==> src/rtl/bmf_block_normalize.sv <==
// bmf_block_normalize: buffers one block of BLOCK minifloats, tracks the
// largest per-element exponent overflow while loading, then streams each
// element back out normalised against that shared overflow (subtract mode)
// or re-biased by a common amount with saturation (add mode).
//
// Ports:
//   clk, rst             rising-edge clock, synchronous active-high reset
//   in_valid/in_ready    input handshake, one word per cycle during LOAD
//   in_data              {ovf, sign, exp, sig}
//   in_mode, in_adj      block mode (0 = normalise, 1 = add) and add amount,
//                        taken from the block's first word
//   out_valid/out_ready  output handshake, one element per cycle during EMIT
//   out_data             {sign, exp, sig}
//   out_last             final element of the block
//   out_shift            block overflow max (normalise) or add amount (add)
//   out_sat              add mode: element exponent saturated
module bmf_block_normalize #(
  parameter int unsigned NEXP  = 2,
  parameter int unsigned NSIG  = 5,
  parameter int unsigned BLOCK = 8
) (
  input  logic                       clk,
  input  logic                       rst,
  input  logic                       in_valid,
  output logic                       in_ready,
  input  logic [2*NEXP+NSIG:0]       in_data,
  input  logic                       in_mode,
  input  logic [NEXP-1:0]            in_adj,
  output logic                       out_valid,
  input  logic                       out_ready,
  output logic [NEXP+NSIG:0]         out_data,
  output logic                       out_last,
  output logic [NEXP-1:0]            out_shift,
  output logic                       out_sat
);

  localparam int unsigned SIZE = 1 + NEXP + NSIG;
  localparam int unsigned IW   = NEXP + SIZE;
  localparam int unsigned CW   = (BLOCK > 1) ? $clog2(BLOCK) : 1;

  localparam logic [0:0]      S_LOAD   = 1'b0;
  localparam logic [0:0]      S_EMIT   = 1'b1;
  localparam logic [CW-1:0]   LAST_IDX = CW'(BLOCK - 1);
  localparam logic [NEXP-1:0] EXP_MAX  = '1;

  logic [0:0]      state_q, state_d;
  logic [CW-1:0]   wcnt_q, wcnt_d;
  logic [CW-1:0]   rcnt_q, rcnt_d;
  logic [NEXP-1:0] ovf_max_q, ovf_max_d;
  logic            mode_q, mode_d;
  logic [NEXP-1:0] adj_q, adj_d;
  logic [IW-1:0]   mem_q [BLOCK];

  logic            in_fire;
  logic            out_fire;
  logic [NEXP-1:0] in_ovf;

  // Handshake qualifiers; in_ready is held low during reset.
  always_comb begin
    in_ready  = (state_q == S_LOAD) && !rst;
    out_valid = (state_q == S_EMIT);
    in_fire   = in_valid && in_ready;
    out_fire  = out_valid && out_ready;
    in_ovf    = in_data[IW-1 -: NEXP];
  end

  // Next-state: load counter, running overflow max, emit counter.
  always_comb begin
    state_d   = state_q;
    wcnt_d    = wcnt_q;
    rcnt_d    = rcnt_q;
    ovf_max_d = ovf_max_q;
    mode_d    = mode_q;
    adj_d     = adj_q;
    case (state_q)
      S_LOAD: begin
        if (in_fire) begin
          wcnt_d = wcnt_q + CW'(1);
          // First word seeds the max and carries the block's mode/adj.
          if (wcnt_q == '0) begin
            ovf_max_d = in_ovf;
            mode_d    = in_mode;
            adj_d     = in_adj;
          end else if (in_ovf > ovf_max_q) begin
            ovf_max_d = in_ovf;
          end
          if (wcnt_q == LAST_IDX) begin
            wcnt_d  = '0;
            state_d = S_EMIT;
          end
        end
      end
      S_EMIT: begin
        if (out_fire) begin
          rcnt_d = rcnt_q + CW'(1);
          if (rcnt_q == LAST_IDX) begin
            rcnt_d    = '0;
            ovf_max_d = '0;
            state_d   = S_LOAD;
          end
        end
      end
      default: state_d = S_LOAD;
    endcase
  end

  // Control state registers.
  always_ff @(posedge clk) begin
    if (rst) begin
      state_q   <= S_LOAD;
      wcnt_q    <= '0;
      rcnt_q    <= '0;
      ovf_max_q <= '0;
      mode_q    <= 1'b0;
      adj_q     <= '0;
    end else begin
      state_q   <= state_d;
      wcnt_q    <= wcnt_d;
      rcnt_q    <= rcnt_d;
      ovf_max_q <= ovf_max_d;
      mode_q    <= mode_d;
      adj_q     <= adj_d;
    end
  end

  // Element buffer; contents are don't-care until written, so no reset.
  always_ff @(posedge clk) begin
    if (in_fire) begin
      mem_q[wcnt_q] <= in_data;
    end
  end

  logic [IW-1:0]   rd_word;
  logic [NEXP-1:0] el_ovf;
  logic            el_sign;
  logic [NEXP-1:0] el_exp;
  logic [NSIG-1:0] el_sig;
  logic [NEXP-1:0] diff;
  logic [NEXP-1:0] sh;
  logic [NEXP:0]   sum;
  logic [NEXP-1:0] exp_res;
  logic [NSIG-1:0] sig_res;
  logic            sat_res;

  // Per-element normalise / re-bias of the element at the read pointer.
  always_comb begin
    rd_word = mem_q[rcnt_q];
    el_ovf  = rd_word[IW-1 -: NEXP];
    el_sign = rd_word[SIZE-1];
    el_exp  = rd_word[NSIG +: NEXP];
    el_sig  = rd_word[NSIG-1:0];
    diff    = ovf_max_q - el_ovf;
    sh      = diff - el_exp;
    sum     = {1'b0, el_exp} + {1'b0, adj_q};
    exp_res = el_exp;
    sig_res = el_sig;
    sat_res = 1'b0;
    if (mode_q) begin
      // Carry out of the widened sum means the exponent overflowed.
      if (sum[NEXP]) begin
        exp_res = EXP_MAX;
        sat_res = 1'b1;
      end else begin
        exp_res = sum[NEXP-1:0];
      end
    end else if (diff >= el_exp) begin
      // Element underflows to exponent zero; the remaining shift goes into sig.
      exp_res = '0;
      sig_res = (32'(sh) >= NSIG) ? '0 : (el_sig >> sh);
    end else begin
      exp_res = el_exp - diff;
    end
  end

  // Output view; data/sat/last read as zero outside EMIT.
  always_comb begin
    out_data  = out_valid ? {el_sign, exp_res, sig_res} : '0;
    out_sat   = out_valid && sat_res;
    out_last  = out_valid && (rcnt_q == LAST_IDX);
    out_shift = mode_q ? adj_q : ovf_max_q;
  end

endmodule

==> config.mk <==
export PLATFORM = sky130hd
export DESIGN_NAME = bmf_block_normalize
export DESIGN_NICKNAME = d
export VERILOG_FILES = /design/src/rtl/bmf_block_normalize.sv
export SDC_FILE = /design/constraint.sdc
export NUM_CORES = 1
export LEC_CHECK = 0
export CAP_MARGIN = 40
export CORE_MARGIN = 2
export CORE_UTILIZATION = 60
export CTS_BUF_LIST = sky130_fd_sc_hd__clkbuf_8
export CTS_CLUSTER_DIAMETER = 30
export DETAILED_ROUTE_END_ITERATION = 12
export PLACE_DENSITY = 0.78
export SLEW_MARGIN = 20
export SYNTH_ARGS = -nofsm -noshare
export SYNTH_HDL_FRONTEND = slang
export SYNTH_SLANG_ARGS = --single-unit
export TNS_END_PERCENT = 5
==> constraint.sdc <==
create_clock -name clk -period 7.1 [get_ports clk]
set_input_delay 1.42 -clock clk [delete_from_list [all_inputs] [get_ports clk]]
set_output_delay 1.42 -clock clk [all_outputs]
set_load 0.005 [all_outputs]
==> results.md <==
Status:
- The flow ran to the end, and the final reports show no timing, DRC or antenna violations.

Global routing:
- Summed over all layers, the global routing overflow is 0.
- The number of antenna violations at the first check in global routing is 0.
- The first-pass GRT wire length is 11.5 mm.
- The via count of the first global-routing pass is 2199.
- Entering global routing, the biggest net connects 20 pins.
- For this run, the total global-route usage over all layers was measured as 0.212.

Clock tree:
- The longest clock path from root to sink contains 2 buffers.
- The maximum level of the CTS H-tree is 3.
- The total setup buffers inserted after CTS is 0.
- At the later pin of the worst-skew pair, clock insertion delay measures 0.35 ns.
- CTS saw 95 sinks.
- The CTS clock-pin slew for the worst setup and hold paths is 0.09 ns.
- The post-CTS resize count is 0.
- The post-cts hold buffer count is 0.
- Clock tree synthesis inserted a total of 9 buffers.
- The library cell used as clock root buffer is sky130_fd_sc_hd__clkbuf_8.
- TritonCTS built the clock tree.

Critical path:
- Of all nets on the critical path, the largest fanout is 7.
- The endpoint required time on the critical path is 5.68 ns.
- Traced cell by cell, the critical path runs through mux4_2, mux2_2, ha_1, xor2_1, xnor2_1, inv_1, fa_1, or4b_2, nor2_1, a21oi_1, a21boi_1, clkdlybuf4s50_1.
- Among all stages on the critical path, the largest delay is contributed by sky130_fd_sc_hd__or4b_2.
- The worst setup path is launched from a flop.
- The category of the most critical setup path is reg -> out.
- The delay of the slowest critical-path stage is 0.64 ns.
- The endpoint type of the worst setup path is an output pin.
- At the worst endpoint, the arrival time is 4.47 ns.

Logic synthesis:
- Sorting the synthesized cells by area gives the leading types as sky130_fd_sc_hd__edfxtp_1 (58%), sky130_fd_sc_hd__dfxtp_1 (7.2%), sky130_fd_sc_hd__mux4_1 (5.7%), sky130_fd_sc_hd__mux4_2 (4.3%), sky130_fd_sc_hd__ha_1 (3.6%).
- The synthesized design contains 95 register bits.
- The synthesized design contains 80 enable-type register cells.
- The share of Yosys cell area claimed by the top area cell type is 0.578.
- The portion of synthesized area spent on multiplexers is 0.140.
- Of the total synthesized cell area, the portion taken by XOR and XNOR cells is 0.00632.
- Dividing the synthesized area by the synthesized cell count gives 15.6 um2.
- The count of synthesis-stage warnings from yosys is 0.
- The top flip-flop cell by instance count after synthesis is sky130_fd_sc_hd__edfxtp_1.
- The sequential fraction of the synthesis area is 0.650.
- The number of standard cells after synthesis is 267.
- The number of nets handed over by synthesis was 298.
- The compound-gate portion of the synthesized area is 0.0434.
- Of the total synthesized cell area, the portion taken by full adders, half adders and majority gates is 0.0458.
- The synthesized design spends more area on one cell type than any other, namely sky130_fd_sc_hd__edfxtp_1.
- The number of library cell types mapped by synthesis is 45.
- Of the total synthesized cell area, the portion taken by AND, OR, NAND and NOR gates is 0.0873.
- In the synthesized netlist the async set-or-reset flop fraction comes to 0.
- The mapped netlist covers 4160 um2.
- After synthesis, the largest family of logic cells by area is multiplexers.

Detailed routing:
- The final wirelength is 7.54 mm.
- The mean routed wirelength per cell is 19.2 um.
- The routed layout has 2323 vias.
- After the first detailed-routing iteration, the DRC count stood at 206.
- The detail route stage leaves a number of antenna-violating nets equal to 0.
- The pre-antenna-repair detailed-routing pass consisted of 4 iterations.
- In the routed layout, each cell is associated on average with a via count of 5.91.
- The total DRC errors in the routed layout is 0.

Die:
- The initialized floorplan defines 30 standard-cell rows.
- The die boundary width is 87.2 um.
- The initial cell density of the core is 0.615.
- In this run the vertical extent of the chip is 87.2 um.
- The number of top-level pins is 31.
- The floorplan step defined a die boundary enclosing 7610 um2.
- The floorplan step defined a core boundary enclosing 6760 um2.

Cells and area:
- Relative to the synthesized area, the layout overhead comes to 14.8%.
- 0 antenna diodes ended up in the layout.
- The count of placed standard cells in the final layout, fillers left out is 393.
- The filler cells instantiated in the layout total 440.
- For this run, the share of the core covered by cells in the final layout is 0.706.
- The fraction of layout cells with a size suffix above 1 is 0.134.
- The final instance area is 4770 um2.
- The post-layout net count is 339.

Hold path:
- In this run the worst hold path is classified as reg -> reg.

Power:
- Power spread over the standard cell area amounts to 212 nW/um2.
- The maximum VDD drop is 0.166 mV.
- The standby leakage power is 1.58 nW.

Timing:
- The highest clock rate is 170 MHz.
- Setup repair after global routing left no endpoint under its margin.
- The number of hold-slack violations in the final timing report is 0.
- The ratio of final minimum period to clock period is 0.830.
- The worst hold slack is 0.488 ns.
- The setup total negative slack is 0 ns.
- The post-layout minimum cycle time is 5.89 ns.
- The slew at the pin closest to its max-slew limit is 0.751 ns.
- Headroom to the max-slew limit came out at 0.499.
- The post-route clock skew is 0.00809 ns.
- Setup violations remaining at the end of the flow were counted as 0.
- The number of pins with negative max-slew slack in the final report came to 0.

Placed design:
- Counting tap cells, the placed design contains a total of 376 instances.
- The routability-driven placement congestion ratio is 0.860.
- Summing all placed instances gives a cell area of 4570 um2.
- The number of buffers inserted by port buffering is 30.
- The HPWL after detailed placement is 5.12 mm.

Job:
- The max-cap check violation count is 0.
-- per-stage QoR --
step | setup WS [ns] | total power (W)
after global routing | 0.934 | 0.00105
after global placement | 1.46 | 0.000702
after CTS | 0.999 | 0.00102
after floorplan | 2.12 | 0.000675
final | 1.21 | 0.00101
after detailed placement | 1.43 | 0.000706
-- cell families (layout without fill, tap and decap cells) --
| group | count (synthesis) | after routing |
|---|---|---|
| flops | 95 | 95 |
| simple gates | 72 | 72 |
| mux | 32 | 32 |
| compound gates | 29 | 29 |
| buf+inv | 22 | 68 |
| fa+ha+maj | 14 | 14 |
| xor+xnor | 3 | 3 |
-- placed cells by master (no fill, tap or decap), types with 8 or more instances in the layout --
master / instances
sky130_fd_sc_hd__edfxtp_1: 80
sky130_fd_sc_hd__clkdlybuf4s50_1: 30
sky130_fd_sc_hd__nand2_1: 21
sky130_fd_sc_hd__dfxtp_1: 15
sky130_fd_sc_hd__nor2_1: 14
sky130_fd_sc_hd__inv_1: 13
sky130_fd_sc_hd__a21oi_1: 13
sky130_fd_sc_hd__ha_1: 12
sky130_fd_sc_hd__mux2i_1: 10
sky130_fd_sc_hd__mux4_1: 9
sky130_fd_sc_hd__clkbuf_8: 9
sky130_fd_sc_hd__mux4_2: 8
sky130_fd_sc_hd__buf_4: 8
-- layer usage --
layer | GRT usage | routed length [um] | vias up
met5 | 0 | 0 | -
met4 | 0.0923 | 169 | 0
met3 | 0.0389 | 269 | 12
met2 | 0.332 | 3740 | 46
met1 | 0.296 | 3360 | 1153
li1 | - | - | 1112
-- state kept, by name, summed over array words and instances, names as in the netlist, named ones only --
name,count
out_valid,1
ovf_max_q,2
adj_q,2
mode_q,1
wcnt_q,3
mem_q,80
rcnt_q,3
-- cell usage after synthesis (2+ instances only) --
cell type and count:
sky130_fd_sc_hd__nand3_1 7, sky130_fd_sc_hd__nand2b_1 2, sky130_fd_sc_hd__buf_1 2, sky130_fd_sc_hd__a211oi_1 2
sky130_fd_sc_hd__mux2_4 2, sky130_fd_sc_hd__inv_1 12, sky130_fd_sc_hd__mux2i_1 10, sky130_fd_sc_hd__mux4_1 9
sky130_fd_sc_hd__clkbuf_1 3, sky130_fd_sc_hd__edfxtp_1 80, sky130_fd_sc_hd__buf_2 2, sky130_fd_sc_hd__or3_1 2
sky130_fd_sc_hd__xnor2_1 2, sky130_fd_sc_hd__nor3b_1 4, sky130_fd_sc_hd__and2_1 3, sky130_fd_sc_hd__nor3_1 7
sky130_fd_sc_hd__nor2b_1 5, sky130_fd_sc_hd__mux4_2 8, sky130_fd_sc_hd__nand3b_1 2, sky130_fd_sc_hd__nand2_1 21
sky130_fd_sc_hd__nor2_1 14, sky130_fd_sc_hd__ha_1 12, sky130_fd_sc_hd__mux2_2 3, sky130_fd_sc_hd__fa_1 2
sky130_fd_sc_hd__o21ai_0 5, sky130_fd_sc_hd__dfxtp_1 15, sky130_fd_sc_hd__a21oi_1 13
-- power breakdown --
group / internal (W) / switching (W) / total [W]
logic: 0.0000343 / 0.0000429 / 0.0000772
clock network: 0.000131 / 0.000187 / 0.000317
registers: 0.000611 / 0.00000518 / 0.000617
total: 0.000777 / 0.000235 / 0.00101
-- final cells by class --
| type | instances | area, um2 | area share |
|---|---|---|---|
| sequential | 95 | 2700 | 0.567 |
| multi-input combinational | 150 | 1360 | 0.284 |
| timing repair buffer | 40 | 387 | 0.0811 |
| clock buffer | 9 | 124 | 0.0260 |
| tap | 80 | 100 | 0.0210 |
| clock inverter | 7 | 56.3 | 0.0118 |
| inverter | 12 | 45.0 | 0.00944 |
-- worst max-delay path: cells and delay by family, from the launching register on --
family,cells,cell delay (ns)
AO/OA/AOI/OAI,2,0.21
XOR/XNOR,2,0.37
adder cells (fa/ha/maj),2,0.75
buffers and inverters,2,0.61
flip-flops,1,0.59
multiplexers,2,0.83
AND/OR/NAND/NOR,2,0.76
-- path summary, 6_finish.rpt --
path	from	endpoint	slack, ns	cells after the start
setup reg to reg	out_valid	mem_q[6][9]	4.66	5
setup / recovery	flop	out_data[2]	1.21	12
hold / removal	adj_q[0]	adj_q[0]	0.49	2
hold reg to reg	adj_q[0]	adj_q[0]	0.49	2
Power figures use the tool's default switching activity.
